--- config.mk ---
export PLATFORM = sky130hd
export DESIGN_NAME = uart_rx_flat
export DESIGN_NICKNAME = d
export VERILOG_FILES = /design/src/rtl/uart_rx_if.sv /design/src/rtl/uart_rx.sv /design/src/flat_wrapper.sv
export SDC_FILE = /design/constraint.sdc
export NUM_CORES = 1
export LEC_CHECK = 0
export CAP_MARGIN = 20
export CORE_ASPECT_RATIO = 0.5
export CORE_MARGIN = 2
export CORE_UTILIZATION = 55
export DETAILED_ROUTE_END_ITERATION = 7
export PLACE_DENSITY_LB_ADDON = 0.1
export SYNTH_ARGS = -nofsm -noshare
export SYNTH_HDL_FRONTEND = slang
export SYNTH_SLANG_ARGS = --single-unit
export TNS_END_PERCENT = 10
--- constraint.sdc ---
create_clock -name Clock -period 4.5 [get_ports Clock]
set_input_delay 0.9 -clock Clock [delete_from_list [all_inputs] [get_ports Clock]]
set_output_delay 0.9 -clock Clock [all_outputs]
set_load 0.01 [all_outputs]
--- src/rtl/uart_rx_if.sv ---
// rtl/uart_rx_if.sv - UART receiver serial line and consumer handshake bundle
interface uart_rx_if;
    logic       RxD;
    logic       RxAck;
    logic [7:0] RxData;
    logic       RxReady;
    logic       FrameError;
    logic       Overrun;
    logic       Busy;

    modport master (
        input  RxD, RxAck,
        output RxData, RxReady, FrameError, Overrun, Busy
    );

    modport slave (
        output RxD, RxAck,
        input  RxData, RxReady, FrameError, Overrun, Busy
    );
endinterface

--- src/rtl/uart_rx.sv ---
// rtl/uart_rx.sv - 8N1 UART receiver with sticky ready/overrun/framing flags
module uart_rx #(
    parameter int CLKS_PER_BIT = 434,
    parameter int HALF_BIT     = CLKS_PER_BIT / 2
) (
    input  logic      Clock,
    input  logic      Reset,
    uart_rx_if.master rx
);
    localparam int            CW        = $clog2(CLKS_PER_BIT);
    localparam logic [CW-1:0] BIT_LAST  = CW'(CLKS_PER_BIT - 1);
    localparam logic [CW-1:0] HALF_LAST = CW'(HALF_BIT - 1);

    typedef enum logic [2:0] {RX_IDLE, RX_START, RX_DATA, RX_STOP, RX_BREAK} rx_state_t;
    rx_state_t state, state_next;

    logic          rx_meta, rxs;
    logic [CW-1:0] baud_cnt;
    logic [2:0]    bit_idx;
    logic [7:0]    shift_reg;
    logic [7:0]    rx_data, rx_data_next;
    logic          rx_ready, rx_ready_next;
    logic          frame_error, frame_error_next;
    logic          overrun, overrun_next;
    logic          half_tick, bit_tick, byte_done, stop_bad;

    assign half_tick = (baud_cnt == HALF_LAST);
    assign bit_tick  = (baud_cnt == BIT_LAST);

    always_ff @(posedge Clock) begin
        if (Reset) begin
            rx_meta <= 1'b1;
            rxs     <= 1'b1;
        end else begin
            rx_meta <= rx.RxD;
            rxs     <= rx_meta;
        end
    end

    always_ff @(posedge Clock) begin
        if (Reset) state <= RX_IDLE;
        else       state <= state_next;
    end

    // RX_BREAK holds off start detection until the line has returned high
    always_comb begin
        state_next = state;
        case (state)
            RX_IDLE:  if (!rxs)                        state_next = RX_START;
            RX_START: if (half_tick)                   state_next = rxs ? RX_IDLE : RX_DATA;
            RX_DATA:  if (bit_tick && bit_idx == 3'd7) state_next = RX_STOP;
            RX_STOP:  if (bit_tick)                    state_next = rxs ? RX_IDLE : RX_BREAK;
            RX_BREAK: if (rxs)                         state_next = RX_IDLE;
            default:                                   state_next = RX_IDLE;
        endcase
    end

    // A completing byte wins over a same-cycle acknowledge
    always_comb begin
        byte_done        = (state == RX_STOP) && bit_tick && rxs;
        stop_bad         = (state == RX_STOP) && bit_tick && !rxs;
        rx_data_next     = byte_done ? shift_reg : rx_data;
        rx_ready_next    = byte_done | (rx_ready & ~rx.RxAck);
        overrun_next     = ~rx.RxAck & (overrun | (byte_done & rx_ready));
        frame_error_next = stop_bad | (frame_error & ~rx.RxAck);
    end

    always_ff @(posedge Clock) begin
        if (Reset) begin
            baud_cnt    <= '0;
            bit_idx     <= '0;
            shift_reg   <= '0;
            rx_data     <= '0;
            rx_ready    <= 1'b0;
            frame_error <= 1'b0;
            overrun     <= 1'b0;
        end else begin
            // Terminal-count wrap keeps the bit period exact for non-power-of-two rates
            if (state_next != state || bit_tick) baud_cnt <= '0;
            else                                 baud_cnt <= baud_cnt + CW'(1);
            if (state == RX_START) begin
                bit_idx <= '0;
            end else if (state == RX_DATA && bit_tick) begin
                bit_idx   <= bit_idx + 3'd1;
                shift_reg <= {rxs, shift_reg[7:1]};
            end
            rx_data     <= rx_data_next;
            rx_ready    <= rx_ready_next;
            frame_error <= frame_error_next;
            overrun     <= overrun_next;
        end
    end

    assign rx.RxData     = rx_data;
    assign rx.RxReady    = rx_ready;
    assign rx.FrameError = frame_error;
    assign rx.Overrun    = overrun;
    assign rx.Busy       = (state != RX_IDLE);
endmodule

--- src/flat_wrapper.sv ---
// flat-port wrapper written by rule: the top's interface ports become plain ports
module uart_rx_flat 
#(
    parameter int CLKS_PER_BIT = 434,
    parameter int HALF_BIT     = CLKS_PER_BIT / 2
)
  (Clock, Reset, rx_RxD, rx_RxAck, rx_RxData, rx_RxReady, rx_FrameError, rx_Overrun, rx_Busy);
  uart_rx_if rx_i ();
  input  logic Clock;
  input  logic Reset;
  input wire logic [$bits(rx_i.RxD)-1:0] rx_RxD;
  input wire logic [$bits(rx_i.RxAck)-1:0] rx_RxAck;
  output wire logic [$bits(rx_i.RxData)-1:0] rx_RxData;
  output wire logic [$bits(rx_i.RxReady)-1:0] rx_RxReady;
  output wire logic [$bits(rx_i.FrameError)-1:0] rx_FrameError;
  output wire logic [$bits(rx_i.Overrun)-1:0] rx_Overrun;
  output wire logic [$bits(rx_i.Busy)-1:0] rx_Busy;
  assign rx_i.RxD = rx_RxD;
  assign rx_i.RxAck = rx_RxAck;
  assign rx_RxData = rx_i.RxData;
  assign rx_RxReady = rx_i.RxReady;
  assign rx_FrameError = rx_i.FrameError;
  assign rx_Overrun = rx_i.Overrun;
  assign rx_Busy = rx_i.Busy;
  uart_rx #(.CLKS_PER_BIT(CLKS_PER_BIT), .HALF_BIT(HALF_BIT)) u_core (.Clock(Clock), .Reset(Reset), .rx(rx_i));
endmodule
# Word-level counts from Yosys, hierarchy flattened
# Cells that the tools add are included.
# word_totals
elab_cells,49
regBits,36
ramBits,0
input_bits,4
latch_bits,0
out_inout_bits,12
mem_count,0
romBits,0
# classes
shift,0
n_eq_ne,8
mul,0
n_reduce_logical,12
bitwise_logic,9
n_div,0
addsub,2
n_lt_le_gt_ge,0
mux,8
# ops
operator,count
$mux 3,6
$pmux 3 s5,1
$add 9x1->9 const B,1
$eq 9x8->1 const B,1
$eq 9x9->1 const B,1
$eq 3x2->1 const B,2
$eq 3x3->1 const B,2
$logic_and 1x1->1,5
$and 1x1->1,4
$reduce_or 2->1,2
$add 3x1->3 const B,1
$eq 3x1->1 const B,1
$logic_not 3->1,1
$ne 3x3->1,1
$or 1x1->1,3
$reduce_bool 3->1,1
$mux 2,1
$not 1->1,2
$reduce_and 2->1,1
$logic_not 1->1,1
$logic_or 1x1->1,1

# Logic depth before layout (Yosys ltp)
# Gate-level depths: netlist of run 1.
# depth
word_depth,7
depth_mapped,7

# Worst setup path before layout of run 1
# Ideal clock, no wire load.
# synth_path
path_type,register -> register
from,reg u_core.baud_cnt[1]
to,reg u_core.baud_cnt[0]
path_stages_with_launch,8
arrival_ns,1.796
path_buffers,1
required_ns,4.414
setup_ns,0.086
slack_ns,2.618
path_cell_list,dfxtp_1 inv_1 ha_1 and4bb_2 and4_4 or4_4 buf_6 a211oi_1
# synth_via
elab_chain_cells,7
elab_cells_between_ends,10
classes_between,3 x eq/ne; 4 x mux; 3 x reduce/logical
# synth_lines
element,line_no,source
"start, declared",uart_rx.sv:18,logic [CW-1:0] baud_cnt;
"start signal, assigned",uart_rx.sv:80,else baud_cnt <= baud_cnt + CW'(1);
$eq 9x9->1,uart_rx.sv:28,assign bit_tick = (baud_cnt == BIT_LAST);
$logic_and 1x1->1,uart_rx.sv:51,RX_DATA: if (bit_tick && bit_idx == 3'd7) state_next = RX_STOP;
$mux 3,uart_rx.sv:51,
$pmux 3 s5,uart_rx.sv:48,case (state)
$ne 3x3->1,uart_rx.sv:79,if (state_next != state || bit_tick) baud_cnt <= '0;
$logic_or 1x1->1 *,uart_rx.sv:79,
$reduce_or 2->1 (no source line) *,-,
# Every way passes the cells marked *; elsewhere a longest branch is shown, timed or not.
# A chain may end at the register's enable or synchronous reset.

# Final worst setup path of run 1
# layout_path
from,in Reset
to,reg u_core.baud_cnt[4]
# layout_via
elab_chain_cells,1
# layout_lines
element,line_no,source
"start, declared",flat_wrapper.sv:10,input logic Reset;
$reduce_or 2->1 (no source line),-,
# Every way passes these cells.

==> results of run 1 <==
## metal layers
layer  share of wire, %  vias up
met4                2.4        0
met5                  0        -
li1                   -      592
met1                 48      553
met3                3.9        7
met2                 46       18
## power by group through the flow
stage               registers (mW)  logic, mW  clock network [mW]
floorplan                    0.332     0.0214                   0
global placement             0.334     0.0250                   0
detailed placement           0.334     0.0254                   0
CTS                          0.327     0.0256               0.232
global route                 0.327     0.0284               0.244
finish                       0.327     0.0252               0.226
## final cells by class
| class | count | area share, % |
|---|---|---|
| multi-input cells | 112 | 43.51 |
| flip-flops and latches | 36 | 39.78 |
| repair buffers | 15 | 8.287 |
| clock buffers | 5 | 3.798 |
| well taps | 37 | 2.555 |
| clock inverters | 3 | 1.036 |
| inverters | 5 | 1.036 |
## cells in the final DEF, fill, tap and decap left out, types with 2 or more instances in the layout
cell type	Yosys	layout
clkdlybuf4s50_1	0	15
mux2i_1	18	18
or3_1	2	2
a21oi_1	4	4
dfxtp_1	36	36
nor3_1	3	3
nor2b_1	2	2
ha_1	5	5
nand2_1	3	3
a211oi_1	9	9
nand4_1	3	3
xor2_1	2	2
or2_2	3	3
nand3_1	5	5
xnor2_1	6	6
clkinv_2	0	2
clkbuf_8	0	5
nand2b_1	2	2
nor2_1	28	28
inv_1	5	5
nor3b_1	3	3
## metrics by stage
| step | power [mW] | utilization [%] | cells |
|---|---|---|---|
| final | 0.5778 | 67.92 | 213 |
| after CTS | 0.5845 | 67.92 | 213 |
| after global routing | 0.6002 | 67.92 | 213 |
| after floorplan | 0.3537 | - | 162 |
| after global placement | 0.3592 | 64.63 | 205 |
| after detailed placement | 0.3596 | 64.63 | 205 |
## kinds of logic after synthesis
kind of cell,synth area share (%)
simple gates,21.30
flops,45.61
compound gates,8.789
mux,11.40
buf+inv,4.513
xor+xnor,4.434
fa+ha+maj,3.959
## path summary, 6_finish.rpt
path,to,slack (ps),depth (start not counted)
setup / recovery,u_core.baud_cnt[4]$_SDFF_PP0_,1940,4
hold / removal,u_core.rxs$_SDFF_PP1_,420,1
setup reg to reg,u_core.baud_cnt[4]$_SDFF_PP0_,2430,6
hold reg to reg,u_core.rxs$_SDFF_PP1_,420,1
## worst max-delay path, delay by kind of cell
kind	cells	cell delay [ps]
buffers and inverters	1	840
AOI/OAI and AO/OA	2	740
and+or+nand+nor	1	280
==> results.cfg, run 1 <==
[synth]
yosysMostFrequentCell = dfxtp_1
netlist_area_mm2 = 0.001580
synth_largest_area_cell = dfxtp_1
synth_edf_count = 0
synth_cells = 162
synth.distinct_cells = 35
yosys.area.top_type_share_pct = 45.61
synth_nets = 171
yosys_warnings = 0
synthTopCellsByArea = dfxtp_1 (46%), mux2i_1 (11%), nor2_1 (6.7%)
ys_ff_latch = 36
ys_async_sr_fraction_pct = 0
ys_top_cells_by_count = dfxtp_1 (36), nor2_1 (28), mux2i_1 (18)
synth_seq_area_share_pct = 45.61
synthFlopType = dfxtp_1
synth.avg_cell_area_um2 = 9.755

[layout]
final_layout_size_suffix_gt1_share_pct = 9.091
antenna_cells = 0
final_cell_area_mm2 = 0.001812
syn_to_final_growth_pct = 14.65
fillCellCount = 234
nets = 184
largest_reg_flops = 9
multi_input_area_um2 = 788.3
regArea_um2 = 720.7

[sta]
worst_pin_slew_ps = 836.2
fin_skew_ps = 2.397
max_slew_margin_pct = 44.08
slew_violations = 0
period_share_pct = 56.84
setup_violations = 0
setup_tns_ps = 0
max_freq_mhz = 391.0
finalWorstSetupSlack_ps = 1942
finalHoldViolCount = 0
period_needed_ps = 2558
rsz0062_at_grt = no
hold-worst-slack_ps = 423.4

[grt]
top_usage_layer = met2
grt_pass1_vias = 1117
use_met1_pct = 22.60
grt_pass1_wl_mm = 4.836
grt_overflow = 0
grt_use_met3_pct = 6.522
grtUsageTotal_pct = 19.22
use_met2_pct = 31.26
grt_max_degree = 27
antenna_found_initial = 0

[power]
pwr-share-comb_pct = 4.4
power_frac_seq_pct = 56.6
p_int_mw = 0.4409
p_clk_share_pct = 39.0
sw_frac_of_total_pct = 23.68
peakVddDrop_v = 0.0002054
p_switching_mw = 0.1368
p_per_area_mw_per_mm2 = 318.9
leakage_nw = 0.7793

[clock_tree]
post_cts_buffers = 0
cts_tree = yes
clkSlewWorstSetupHoldPaths_ps = 70
cts_buffers = 5
root_buffer = clkbuf_8
ctsHoldBuffers = 0
h-tree-depth = 2
clockBufferDepth = 2
insertion_delay_ps = 290
clkSinkCount = 36
cts.repair.resized = 0

[setup_path]
crit-reg2reg-launch = u_core.baud_cnt[0]$_SDFF_PP0_
required_ps = 4710
path_cells = clkdlybuf4s50_1, a211oi_1, nand2_1, a211oi_1
max_stage_delay_ps = 840
crit_top_cell = a211oi_1
path_max_fanout = 26
crit_path_end_kind = flip-flop
cp_slowest_cell = clkdlybuf4s50_1
crit_arrival_ps = 2760
worstSetupPathType = primary input to flip-flop
start_kind = primary input
critPathLaunch = Reset

[floorplanning]
die-area_mm2 = 0.003344
row_count = 13
die_w_um = 79.81
fp.dieH_um = 41.91
num_io_pins = 16
core_area_mm2 = 0.002668
start_util_pct = 59.24

[drt]
drc = 0
ant_nets = 0
via_count = 1170
drtPass1Iterations = 4
drt_iter0_drc = 57
wirelength_mm = 2.808
viasPerCell = 5.493
routedWlPerCell_um = 13.18

[min_path]
hold_class = flip-flop to flip-flop
worstHoldStart = u_core.rx_meta$_SDFF_PP1_

[placement]
placed_area_mm2 = 0.001724
portBuffers = 15
gp_congestion = 0.8083
place_ws_ps = 1597
dpl.hpwl_mm = 1.900

[run]
drv_cap = 0

[outcome]
status = complete, no violations
(Power assumes the default switching activity.)
==> inputs of run 2 (changes only) <==
CORE_UTILIZATION = 50   (was 55)
clock period = 2.3 ns   (was 4.5 ns; I/O delays follow)
==> run 2 against run 1 <==
Against the previous run:
- flip-flop and latch count stayed put
- combinational power increased by 110%
- first-iteration DRC count is 42% higher
- register-to-register slack worse by 2200 ps
- non-clock buffer count grew 3
- largest power group unchanged
- critical endpoint is now u_core.baud_cnt[6]$_SDFF_PP0_
- hold slack worse by 2.7 ps
- sequential power increased by 96%
- utilization shrank 6.7 points
- global-route usage fell by 1.7 points
- critical path depth grew 1
- total power up 96%
- wire length up 0.50%
==> results.cfg, run 2 (synthesized netlist as in run 1, its figures left out) <==
[outcome]
status = complete, no violations

[layout]
final_cell_mix = dfxtp_1 (36), nor2_1 (28), mux2i_1 (18)
layout_commonest_cell = dfxtp_1
antenna_cells = 0
final_layout_size_suffix_gt1_share_pct = 11.17
nets = 187
largest_reg_flops = 9
syn_to_final_growth_pct = 16.71

[min_path]
hold_class = flip-flop to flip-flop

[sta]
setup_tns_ps = 0
max_slew_margin_pct = 57.93
worst_pin_slew_ps = 629.1
fin_skew_ps = 7.779
max_freq_mhz = 491.3
setup_violations = 0
slew_violations = 0
rsz0062_at_grt = no
period_needed_ps = 2036
period_share_pct = 88.50
hold-worst-slack_ps = 420.6
finalHoldViolCount = 0

[clock_tree]
h-tree-depth = 2
ctsHoldBuffers = 0
clkSinkCount = 36
cts_buffers = 5
clockBufferDepth = 2
insertion_delay_ps = 300
root_buffer = clkbuf_8
cts_tree = yes
clkSlewWorstSetupHoldPaths_ps = 70

[drt]
drc = 0
wirelength_mm = 2.822
routedWlPerCell_um = 12.89
drt_iter0_drc = 81
drtPass1Iterations = 4
via_count = 1164
viasPerCell = 5.315
ant_nets = 0

[floorplanning]
start_util_pct = 52.45
die_w_um = 83.51
num_io_pins = 16
die-area_mm2 = 0.003654
row_count = 14
fp.dieH_um = 43.76
core_area_mm2 = 0.003013

[power]
p_switching_mw = 0.2693
leakage_nw = 0.7932
p_per_area_mw_per_mm2 = 614.9
pwr-share-comb_pct = 4.6
sw_frac_of_total_pct = 23.75
p_clk_share_pct = 39.0
p_int_mw = 0.8647
peakVddDrop_v = 0.0004102
p_total_mw = 1.134
power_frac_seq_pct = 56.5

[setup_path]
path_max_fanout = 9
crit_arrival_ps = 2240
required_ps = 2500
crit_path_end_kind = flip-flop
worstSetupPathType = flip-flop to flip-flop
start_kind = flip-flop

[grt]
grt_overflow = 0
grt_pass1_wl_mm = 4.788
antenna_found_initial = 0
grtUsageTotal_pct = 17.57
grt_pass1_vias = 1070
grt_max_degree = 26

[placement]
portBuffers = 15
dpl.hpwl_mm = 1.903
gp_congestion = 0.7906

[run]
drv_cap = 0
[run 2: cell types whose count changed in the layout (fill, tap and decap cells not counted)]
cell	delta
nor4bb_1	-1
buf_4	+3
nor4bb_2	+1
[run 2: final timing paths]
kind	from	to	slack (ps)	depth (start not counted)
max	u_core.baud_cnt[0]$_SDFF_PP0_	u_core.baud_cnt[6]$_SDFF_PP0_	260	5
min	u_core.rx_meta$_SDFF_PP1_	u_core.rxs$_SDFF_PP1_	420	1
max reg2reg	u_core.baud_cnt[0]$_SDFF_PP0_	u_core.baud_cnt[6]$_SDFF_PP0_	260	5
min reg2reg	u_core.rx_meta$_SDFF_PP1_	u_core.rxs$_SDFF_PP1_	420	1
[run 2: power by group through the flow]
stage	Combinational, mW	Clock [mW]	Sequential, mW
global route	0.0581	0.492	0.642
finish	0.0519	0.442	0.640
CTS	0.0518	0.455	0.640
global placement	0.0511	0	0.654
detailed placement	0.0515	0	0.655
floorplan	0.0419	0	0.650
[run 2: layer usage]
metal	wire [um]	part of all wire (%)	vias to the layer above	track usage [%]
met2	1205	43	15	26.45
met1	1431	51	541	21.85
met3	118	4.2	8	7.429
li1	-	-	600	-
met5	0	0	-	0
met4	66	2.3	0	9.677
[run 2: final cells by class]
cell class | count | area, um^2
fillers | 258 | 1169
repair buffers | 18 | 172.7
multi-input cells | 112 | 794.5
flip-flops and latches | 36 | 720.7
well taps | 40 | 50.05
inverters | 5 | 18.77
clock buffers | 5 | 68.82
clock inverters | 3 | 18.77
[run 2: repair_timing]
item / 4_1_cts / 5_1_grt
gates resized for setup: 0 / 1
setup endpoints to repair: 0 / 2
buffers inserted: 0 / 0
[run 2: worst max-delay path: stages, from the launching register on]
cell and delay (ps):
dfxtp_1 440, ha_1 170, and4bb_2 310, a21oi_1 160
or4_4 610, a211oi_1 240
[run 2: stage by stage]
stage	instance area [um^2]	std cells	utilization, %	setup WS, ps
after detailed placement	1750	211	58.10	267.1
after global placement	1750	211	58.10	321.6
after CTS	1838	219	61.00	239.9
after global routing	1844	219	61.21	98.63
final	1844	219	61.21	264.5
after floorplan	1580	162	-	418.0
==> inputs of run 3 (changes only) <==
CORE_MARGIN = default   (was 2)
CTS_CLUSTER_SIZE = 8   (was default)
==> run 3 against run 2 <==
Against the previous run:
- maximum frequency shrank 2.2%
- total power grew 2.2%
- sequential power is essentially flat
- sequential share of layout area grew 0.080 points
- non-clock buffer count is the same
- utilization grew 4.6 points
- die area shrank 6.9%
- worst setup slack lost 45 ps
- final cell count shrank 1.4%
- largest cell class unchanged
==> results.cfg, run 3 (synthesized netlist as in run 1, its figures left out) <==
[floorplanning]
die-area_mm2 = 0.003403
die_w_um = 81.51
num_io_pins = 16
row_count = 13
fp.dieH_um = 41.76
core_area_mm2 = 0.002798
start_util_pct = 56.48

[layout]
final_cells = 216
regArea_um2 = 720.7
antenna_cells = 0
syn_to_final_growth_pct = 16.47
multi_input_area_um2 = 788.3
final_layout_size_suffix_gt1_share_pct = 10.06
nets = 187
final_cell_mix = dfxtp_1 (36), nor2_1 (28), mux2i_1 (18)
final_cell_area_mm2 = 0.001841
layout_commonest_cell = dfxtp_1
fillCellCount = 242
largest_reg_flops = 9

[setup_path]
crit-reg2reg-launch = u_core.baud_cnt[0]$_SDFF_PP0_
cp-endpoint = u_core.baud_cnt[5]$_SDFF_PP0_
crit_arrival_ps = 2280
crit_path_end_kind = flip-flop
critPathLaunch = u_core.baud_cnt[0]$_SDFF_PP0_
r2r_slack_ps = 220
path_delay_family = simple AND/OR/NAND/NOR gates
path_depth = 6
r2r_cells = 6
cp_num_buf_inv = 1
path_cells = inv_1, ha_1, nor4bb_1, a311oi_1, or4_4, a211oi_1
required_ps = 2500
rr_endpoint = u_core.baud_cnt[5]$_SDFF_PP0_
path_max_fanout = 9
cp_slowest_cell = or4_4
max_stage_delay_ps = 540
worstSetupPathType = flip-flop to flip-flop
start_kind = flip-flop

[power]
pwr-share-comb_pct = 4.4
p_per_area_mw_per_mm2 = 629.6
p_switching_mw = 0.2621
p_clk_share_pct = 40.4
power_frac_seq_pct = 55.2
sw_frac_of_total_pct = 22.62
p_int_mw = 0.8967
peakVddDrop_v = 0.0004160
leakage_nw = 0.7890

[drt]
drtPass1Iterations = 6
routedWlPerCell_um = 13.26
drc = 0
wirelength_mm = 2.864
viasPerCell = 5.412
ant_nets = 0
via_count = 1169
drt_iter0_drc = 61

[clock_tree]
h-tree-depth = 2
ctsHoldBuffers = 0
cts_buffers = 5
insertion_delay_ps = 290
clkSlewWorstSetupHoldPaths_ps = 70
clkSinkCount = 36
cts.repair.resized = 0
root_buffer = clkbuf_8
cts_tree = yes
post_cts_buffers = 0
clockBufferDepth = 2

[grt]
grt_overflow = 0
antenna_found_initial = 0
grt_max_degree = 26
grt_pass1_wl_mm = 4.968
grt_pass1_vias = 1095
grtUsageTotal_pct = 19.50

[sta]
worst_pin_slew_ps = 662.4
rsz0062_at_grt = no
period_share_pct = 90.45
period_needed_ps = 2080
finalHoldViolCount = 0
setup_tns_ps = 0
max_freq_mhz = 480.7
slew_violations = 0
setup_violations = 0
fin_skew_ps = 6.662
max_slew_margin_pct = 55.71

[placement]
portBuffers = 15
gp_congestion = 0.7984
dpl.hpwl_mm = 1.903
placed_cells = 208
placed_area_mm2 = 0.001747

[run]
drv_cap = 0

[min_path]
hold_class = flip-flop to flip-flop

[outcome]
status = complete, no violations
-- run 3: cell count changes in the layout (fill, tap and decap cells not counted), sizes merged --
cell      before  now
clkinv         3    0
clkinvlp       0    1
clkbuf         5    7
-- run 3: metal layers --
metal / part of all wire, % / global-route usage [%] / vias to the layer above
met4: 0.35 / 5.357 / 0
met3: 4.2 / 7.473 / 2
met1: 51 / 24.53 / 556
met2: 44 / 31.00 / 13
li1: - / - / 598
met5: 0 / 0 / -
-- run 3: power groups by stage --
stage	Sequential (mW)	Combinational (mW)	Clock (mW)
6_report	0.640	0.0510	0.468
4_1_cts	0.640	0.0518	0.486
2_1_floorplan	0.650	0.0419	0
3_5_place_dp	0.654	0.0517	0
3_3_place_gp	0.654	0.0504	0
5_1_grt	0.641	0.0582	0.512
-- run 3: worst reg2reg max path: cells and delay by family, from the launching register on --
| kind | cells | cell delay (ps) |
|---|---|---|
| AO/OA/AOI/OAI | 2 | 470 |
| buffers and inverters | 1 | 80 |
| AND/OR/NAND/NOR | 2 | 950 |
| adder cells (fa/ha/maj) | 1 | 130 |
| flip-flops | 1 | 370 |
-- run 3: worst min-delay path by stage --
stage | depth (start not counted) | start | slack (ps) | to
global placement | 1 | u_core.rx_meta$_SDFF_PP1_ | 410 | u_core.rxs$_SDFF_PP1_
finish | 1 | u_core.rx_meta$_SDFF_PP1_ | 420 | u_core.rxs$_SDFF_PP1_
detailed placement | 1 | u_core.rx_meta$_SDFF_PP1_ | 400 | u_core.rxs$_SDFF_PP1_
global route | 1 | u_core.rx_meta$_SDFF_PP1_ | 450 | u_core.rxs$_SDFF_PP1_
floorplan | 1 | u_core.rx_meta$_SDFF_PP1_ | 390 | u_core.rxs$_SDFF_PP1_
CTS | 1 | u_core.rx_meta$_SDFF_PP1_ | 420 | u_core.rxs$_SDFF_PP1_
-- run 3: area by class of cell --
class	count	share of cell area (%)
clock inverter	1	0.4079
sequential	36	39.16
inverter	5	1.020
timing repair buffer	18	9.381
tap	37	2.515
multi-input combinational	112	42.83
clock buffer	7	4.691
-- run 3: per-stage QoR --
step	setup slack (ps)	hold slack, ps	power [mW]	utilization, %
after global placement	351.2	405.3	0.7040	62.43
after floorplan	418.0	389.5	0.6920	-
final	219.6	422.5	1.159	65.79
after CTS	243.8	424.6	1.178	65.79
after detailed placement	278.0	401.4	0.7060	62.43
after global routing	8.344	447.5	1.212	65.79
